===== src/rtl/if_stage.sv =====
// Instruction-fetch stage: owns the PC, reads imem combinationally, and fills the IF/ID register.
// Optional MIPS branch delay slot behaviour is enabled with `define IF_STAGE_DELAY_SLOT_EN.
module if_stage #(
   parameter logic [31:0] RESET_PC = 32'h0000_3000,
   parameter logic [31:0] NOP_WORD = 32'h0000_0000
) (
   input  logic        clock,
   input  logic        reset,
   input  logic        stall_i,
   input  logic        redirect_valid_i,
   input  logic [31:0] redirect_target_i,
   input  logic        halt_i,
   output logic [31:0] imem_addr_o,
   input  logic [31:0] imem_rdata_i,
   output logic        id_valid_o,
   output logic [31:0] id_instr_o,
   output logic [31:0] id_pc_o,
   output logic [31:0] id_pc_plus4_o,
   output logic        halted_o,
   output logic        misaligned_o,
   output logic [31:0] fetch_count_o
);

   localparam int unsigned XLEN = 32;

   typedef enum logic {ST_RUN, ST_HALTED} state_t;

   state_t            state_q, state_d;
   logic [XLEN-1:0]   pc_q, pc_d;
   logic [XLEN-1:0]   pc_plus4;
   logic              id_valid_d;
   logic [XLEN-1:0]   id_instr_d, id_pc_d, id_pc_plus4_d;
   logic              misaligned_d;
   logic [XLEN-1:0]   fetch_count_d;
`ifdef IF_STAGE_DELAY_SLOT_EN
   logic              pend_valid_q, pend_valid_d;
   logic [XLEN-1:0]   pend_target_q, pend_target_d;
   logic              take_redirect;
   logic [XLEN-1:0]   take_target;
`endif

   assign pc_plus4    = pc_q + XLEN'(4);
   assign imem_addr_o = pc_q;
   assign halted_o    = (state_q == ST_HALTED);

`ifdef IF_STAGE_DELAY_SLOT_EN
   // A fresh redirect supersedes any redirect left pending from a stall.
   always_comb begin
      take_redirect = redirect_valid_i | pend_valid_q;
      take_target   = redirect_valid_i ? redirect_target_i : pend_target_q;
   end
`endif

   // Next-state and next-output logic; everything holds unless a case below updates it.
   always_comb begin
      state_d       = state_q;
      pc_d          = pc_q;
      id_valid_d    = id_valid_o;
      id_instr_d    = id_instr_o;
      id_pc_d       = id_pc_o;
      id_pc_plus4_d = id_pc_plus4_o;
      misaligned_d  = misaligned_o;
      fetch_count_d = fetch_count_o;
`ifdef IF_STAGE_DELAY_SLOT_EN
      pend_valid_d  = pend_valid_q;
      pend_target_d = pend_target_q;
`endif

      case (state_q)
         ST_RUN: begin
            if (halt_i) begin
               state_d       = ST_HALTED;
               id_valid_d    = 1'b0;
               id_instr_d    = NOP_WORD;
               id_pc_d       = pc_q;
               id_pc_plus4_d = pc_plus4;
`ifdef IF_STAGE_DELAY_SLOT_EN
               pend_valid_d  = 1'b0;
`endif
            end else begin
`ifdef IF_STAGE_DELAY_SLOT_EN
               if (!stall_i) begin
                  id_valid_d    = 1'b1;
                  id_instr_d    = imem_rdata_i;
                  id_pc_d       = pc_q;
                  id_pc_plus4_d = pc_plus4;
                  fetch_count_d = fetch_count_o + XLEN'(1);
                  pend_valid_d  = 1'b0;
                  if (take_redirect) begin
                     pc_d = {take_target[XLEN-1:2], 2'b00};
                     if (take_target[1:0] != 2'b00) misaligned_d = 1'b1;
                  end else begin
                     pc_d = pc_plus4;
                  end
               end else if (redirect_valid_i) begin
                  pend_valid_d  = 1'b1;
                  pend_target_d = redirect_target_i;
               end
`else
               // Redirect wins over stall and squashes the wrong-path fetch.
               if (redirect_valid_i) begin
                  pc_d          = {redirect_target_i[XLEN-1:2], 2'b00};
                  id_valid_d    = 1'b0;
                  id_instr_d    = NOP_WORD;
                  id_pc_d       = pc_q;
                  id_pc_plus4_d = pc_plus4;
                  if (redirect_target_i[1:0] != 2'b00) misaligned_d = 1'b1;
               end else if (!stall_i) begin
                  pc_d          = pc_plus4;
                  id_valid_d    = 1'b1;
                  id_instr_d    = imem_rdata_i;
                  id_pc_d       = pc_q;
                  id_pc_plus4_d = pc_plus4;
                  fetch_count_d = fetch_count_o + XLEN'(1);
               end
`endif
            end
         end
         ST_HALTED: begin
            state_d = ST_HALTED;
         end
         default: begin
            state_d = ST_RUN;
         end
      endcase
   end

   // State register with synchronous active-high reset.
   always_ff @(posedge clock) begin
      if (reset) begin
         state_q       <= ST_RUN;
         pc_q          <= RESET_PC;
         id_valid_o    <= 1'b0;
         id_instr_o    <= NOP_WORD;
         id_pc_o       <= XLEN'(0);
         id_pc_plus4_o <= XLEN'(4);
         misaligned_o  <= 1'b0;
         fetch_count_o <= XLEN'(0);
`ifdef IF_STAGE_DELAY_SLOT_EN
         pend_valid_q  <= 1'b0;
         pend_target_q <= XLEN'(0);
`endif
      end else begin
         state_q       <= state_d;
         pc_q          <= pc_d;
         id_valid_o    <= id_valid_d;
         id_instr_o    <= id_instr_d;
         id_pc_o       <= id_pc_d;
         id_pc_plus4_o <= id_pc_plus4_d;
         misaligned_o  <= misaligned_d;
         fetch_count_o <= fetch_count_d;
`ifdef IF_STAGE_DELAY_SLOT_EN
         pend_valid_q  <= pend_valid_d;
         pend_target_q <= pend_target_d;
`endif
      end
   end

endmodule


===== config.mk =====
export PLATFORM = sky130hd
export DESIGN_NAME = if_stage
export DESIGN_NICKNAME = d
export VERILOG_FILES = /design/src/rtl/if_stage.sv
export SDC_FILE = /design/constraint.sdc
export NUM_CORES = 1
export LEC_CHECK = 0
export ABC_AREA = 1
export CORE_MARGIN = 2
export CORE_UTILIZATION = 30
export CTS_CLUSTER_DIAMETER = 40
export CTS_CLUSTER_SIZE = 8
export DETAILED_ROUTE_END_ITERATION = 7
export PLACE_DENSITY = 0.65
export SLEW_MARGIN = 20
export SYNTH_ARGS = -nofsm -noshare
export SYNTH_HDL_FRONTEND = slang
export SYNTH_SLANG_ARGS = --single-unit

===== constraint.sdc =====
create_clock -name clock -period 1.9 [get_ports clock]
set_input_delay 0.38 -clock clock [delete_from_list [all_inputs] [get_ports clock]]
set_output_delay 0.38 -clock clock [all_outputs]
set_load 0.02 [all_outputs]

Word level (Yosys, flattened, before mapping)
Index checks and enable logic that the tools add are counted.
{"block": "word_totals", "register_bits": 163, "out_inout_bits": 163}
{"block": "op_classes", "n_eq_ne": 2, "n_bitwise": 4, "reduce_logical": 5, "addsub": 2, "mux": 15}
{"op": "2-to-1 mux 32 bit", "count": 10}
{"op": "adder 32 x 1 -> 32 bit (second input constant)", "count": 1}
{"op": "adder 32 x 3 -> 32 bit (second input constant)", "count": 1}
{"op": "AND reduction 4 bit", "count": 2}
{"op": "2-to-1 mux 1 bit", "count": 4}
{"op": "inverter 1 bit", "count": 4}
{"op": "inequality test 3 x 1 -> 1 bit (second input constant)", "count": 1}
{"op": "AND reduction 3 bit", "count": 1}
{"op": "inequality test 2 x 1 -> 1 bit (second input constant)", "count": 1}
{"op": "case mux 1 bit (2 select lines)", "count": 1}
{"op": "AND reduction 2 bit", "count": 1}
{"op": "nonzero test 2 bit", "count": 1}

Longest topological paths before layout
Gate-level depths: netlist of run 1.
{"block": "depth", "word_depth": 4, "ltp_mapped": 11, "mapped_depth_nobuf": 10}

Worst setup path after synthesis of run 1
Ideal clock, no wire load.
{"block": "synth_path", "path_kind": "flip-flop to flip-flop", "startpoint": "register fetch_count_o[0]", "endpoint": "register fetch_count_o[22]", "stages_incl_launch_ff": 9, "path_buffers": 0, "t_arrival_ns": 1.557, "slack_ns": 0.227, "path_cell_list": "dfxtp_1 ha_1 nand3_1 nor2_8 nand3_2 nor2_2 nand2_1 o21ai_0 nor2_1"}
{"block": "synth_between", "elab_chain_cells": 1}
{"element": "start: declaration", "line": "21", "rtl": "output logic [31:0] fetch_count_o"}
{"element": "start signal: assignment", "line": "151", "rtl": "fetch_count_o <= fetch_count_d;"}
{"element": "adder 32 x 1 -> 32 bit", "line": "114", "rtl": "fetch_count_d = fetch_count_o + XLEN'(1);"}
No other way between the ends.
A chain may end at the register's enable or synchronous reset.

Final worst setup path of run 1
{"block": "layout_path", "startpoint": "register pc_q[22] (netlist: imem_addr_o[22])", "endpoint": "output port imem_addr_o[22]"}
{"element": "start: declaration", "line": "29", "rtl": "logic [XLEN-1:0] pc_q, pc_d;"}
{"element": "start signal: assignment", "line": "145", "rtl": "pc_q <= pc_d;"}
{"element": "end: declaration", "line": "13", "rtl": "output logic [31:0] imem_addr_o,"}
No word-level cell between the ends.

==> results of run 1 <==
## per-layer routing
metal  track usage  vias up  wire length, µm
met2        0.3133      222            11440
met1        0.2367     3462            10830
met3       0.04312       21             1307
met5             0        -                0
li1              -     3829                -
met4       0.06265        0              442
## layout make-up
cell class / count / area (µm²)
Timing Repair Buffer: 271 / 2728
Antenna cell: 1 / 2.502
Tap cell: 324 / 405.4
Multi-Input combinational cell: 754 / 3581
Fill cell: 2475 / 13310
Inverter: 88 / 330.3
Sequential cell: 157 / 3143
Clock inverter: 14 / 173.9
Clock buffer: 18 / 429.2
## power by group through the flow
stage | clock network [mW] | logic [mW] | registers (mW)
floorplan | 0 | 0.496 | 3.88
global placement | 0 | 1.46 | 3.69
detailed placement | 0 | 1.46 | 3.69
CTS | 3.61 | 1.45 | 3.61
global route | 3.76 | 1.55 | 3.64
finish | 3.54 | 1.44 | 3.61
## cell families (layout without fill, tap and decap cells)
family	count (synthesis)	count (layout)	synth area share
simple gates	491	491	0.2921
flops	157	157	0.4309
fa+ha+maj	2	2	0.003430
other cells	1	7	0.0005141
xor+xnor	19	19	0.02384
compound gates	236	236	0.1679
buf+inv	143	391	0.08130
## placed cells by master, fill, tap and decap left out, types with 3 or more instances in the layout
| cell type | count |
|---|---|
| nand2_1 | 250 |
| clkdlybuf4s50_1 | 174 |
| nor2_1 | 160 |
| dfxtp_1 | 157 |
| a21oi_1 | 127 |
| o21ai_0 | 92 |
| inv_1 | 79 |
| nand3_1 | 39 |
| buf_4 | 35 |
| dlygate4sd2_1 | 34 |
| clkbuf_16 | 17 |
| dlymetal6s2s_1 | 16 |
| xor2_1 | 14 |
| buf_12 | 11 |
| nor2_4 | 8 |
| a21o_1 | 8 |
| nor2_2 | 7 |
| inv_2 | 6 |
| conb_1 | 6 |
| nand4_1 | 5 |
| nand2_2 | 5 |
| inv_6 | 5 |
| o21ai_1 | 4 |
| nor2_8 | 4 |
| xnor2_1 | 4 |
| inv_8 | 4 |
| nand3b_1 | 3 |
| clkinv_1 | 3 |
## final timing paths
| check | startpoint | to | slack [ns] | cells after the start |
|---|---|---|---|---|
| setup / recovery | imem_addr_o[22]$_SDFFE_PP0P_ | imem_addr_o[22] | 0.05 | 1 |
| hold / removal | reset | fetch_count_o[29]$_SDFFE_PP0P_ | 0.34 | 4 |
| setup reg to reg | imem_addr_o[2]$_SDFFE_PP0P_ | imem_addr_o[28]$_SDFFE_PP0P_ | 0.21 | 10 |
| hold reg to reg | misaligned_o$_SDFFE_PP0P_ | misaligned_o$_SDFFE_PP0P_ | 0.45 | 2 |
## registers in the layout (all words and copies together), names as in the netlist
register and cells:
id_instr_o 32, id_pc_plus4_o 30, id_pc_o 30, fetch_count_o 32
misaligned_o 1, imem_addr_o 30, id_valid_o 1, halted_o 1
## synth_stat cells (2+ instances only)
cell      count  area (µm²)
nand2_1     250       938.4
nor2_1      160       600.6
dfxtp_1     157        3143
a21oi_1     127       635.6
o21ai_0      92       460.4
inv_1        80       300.3
nand3_1      39       195.2
clkbuf_1     31       116.4
xor2_1       14       122.6
buf_2        12       60.06
buf_4        11       82.58
a21o_1        8       60.06
nor2_4        8       90.09
nor2_2        7       43.79
inv_2         5       18.77
nand2_2       5       31.28
nand4_1       5       31.28
o21ai_1       5       25.02
nor2_8        4       80.08
xnor2_1       4       35.03
clkinv_1      3       11.26
nand3b_1      3       22.52
ha_1          2       25.02
nand2_4       2       22.52
nand3_2       2       20.02
nor3_1        2       10.01
o21a_1        2       15.01
## per-stage QoR
stage / TNS [ns] / utilization / setup WS (ns) / cell area (µm²)
2_1_floorplan: 0 / - / 0.2268 / 7313
5_1_grt: 0 / 0.4477 / 0.002603 / 10790
3_5_place_dp: -5.755 / 0.4227 / -0.1356 / 10190
3_3_place_gp: -4.113 / 0.4227 / -0.09858 / 10190
4_1_cts: 0 / 0.4460 / 0.001784 / 10750
6_report: 0 / 0.4477 / 0.04836 / 10790
## what timing repair did
item | 4_1_cts | 5_1_grt
gates resized for setup | 34 | 16
endpoints found under the setup margin | 34 | 16
pin swaps | 0 | 0
gates cloned | 0 | 0
==> results.md, run 1 <==
* First-pass GRT wire length at 37,950 µm
* Initial Util at 0.3026
* Pin count of the biggest net entering global routing at 63
* Post-synthesis sequential area ratio at 0.4309
* Post-synth EDFFs at 0
* Final period utilization at 0.9745
* Setup bufs post-CTS at 0
* Hold Vio Cnt, Final at 0
* Chip Height at 159.9 µm
* CTS Buf Count at 17
* Sequential power share at 0.421
* Startpoint types: flip-flop
* GRT Resource Usage Total at 0.1867
* Psw at 2.474 mW
* Endpoints failing setup at 0
* Critical Path Slowest Stage Cell: clkdlybuf4s50_1
* Pwr dens at 795.4 mW/mm²
* Dominant synthesized flop cell: dfxtp_1
* Total power at 8.585 mW
* Hold Slack at 0.3431 ns
* Comb pwr share at 0.167
* Iteration-0 DRC Markers at 522
* Dpl hpwl at 17,780 µm
* Switching Share at 0.2882
* Number of global-route vias before repair at 7,058
* Clock skew at 0.01116 ns
* Layout cells sized above 1 at 0.08986
* CTS tree: done
* Critical path cell sequence: clkdlybuf4s50_1
* Achievable Freq at 540.1 MHz
* Fin crit period at 1.852 ns
* Status: complete, no violations
* Site Rows at 57
* Post-route ant nets at 0
* Yosys warns at 0
* Worst Path Required at 1.52 ns
* RSZ-0062 raised after global routing: no
* Hold Buf Count CTS at 0
* Initial antenna violation count at 1
* Fraction of registers with async set/reset at 0
* Maximum vdd drop at 0.5943 mV
* Slew @ Worst Pin at 0.7267 ns
* CTS root buffer: clkbuf_16
* Layout Area Growth over Synthesis at 47.96%
* Crit path buf inv count at 1
* Wire per inst at 14.77 µm
* I/O pins at 232
* Max-slew violations at 0
* Internal power at 6.111 mW
* Critical Path Max Stage Delay at 0.64 ns
* Synth Register Bits at 157
* Syn avg cell area at 6.954 µm²
* Vias/cell at 4.631
* Routed wire length at 24,030 µm
* HP Class: input port to flip-flop
* Placed cells at 1,594
* Via count at 7,534
* Clock sinks at 157
* CP top delay family: buffers and inverters
* CTS H-tree lvls at 4
* Final std cells w/o fill at 1,627
* Clock Latency Late Sink at 0.43 ns
* Die ar. at 0.02558 mm²
* Part of the power in the clock network at 0.412
* Core Region at 0.02411 mm²
* Port bufs at 225
* Crit Path Class: flip-flop to output port
* Pleak at 4.718 nW
* Distinct cells, synth at 36
* Nets at 1,360
* Total congestion overflow at 0
* CP max FO at 5
* Slew HR at 0.5155
* Clk slew on worst S/H paths at 0.07 ns
* DRT Pass-1 Iters at 5
* Critical Path AT at 1.47 ns
* Syn Std Cell Area at 0.007294 mm²
* Remaining DRCs at 0
* Max-capacitance violation count at 0
* Die width at 159.9 µm
* Clock buffer depth at 2
* Mapped Cells at 1,049
* Routability cong. at 0.8781
* CP endpoint kind: output port
Power figures use the tool's default switching activity.
==> run 2: changes to the inputs <==
--- a/config.mk
+++ b/config.mk
@@ -6,6 +6,7 @@
 export NUM_CORES = 1
 export LEC_CHECK = 0
 export ABC_AREA = 1
+export CAP_MARGIN = 15
 export CORE_MARGIN = 2
 export CORE_UTILIZATION = 30
 export CTS_CLUSTER_DIAMETER = 40
==> results of run 2 <==
Same layout as run 1: the final DEF is identical, and so are final timing and power.
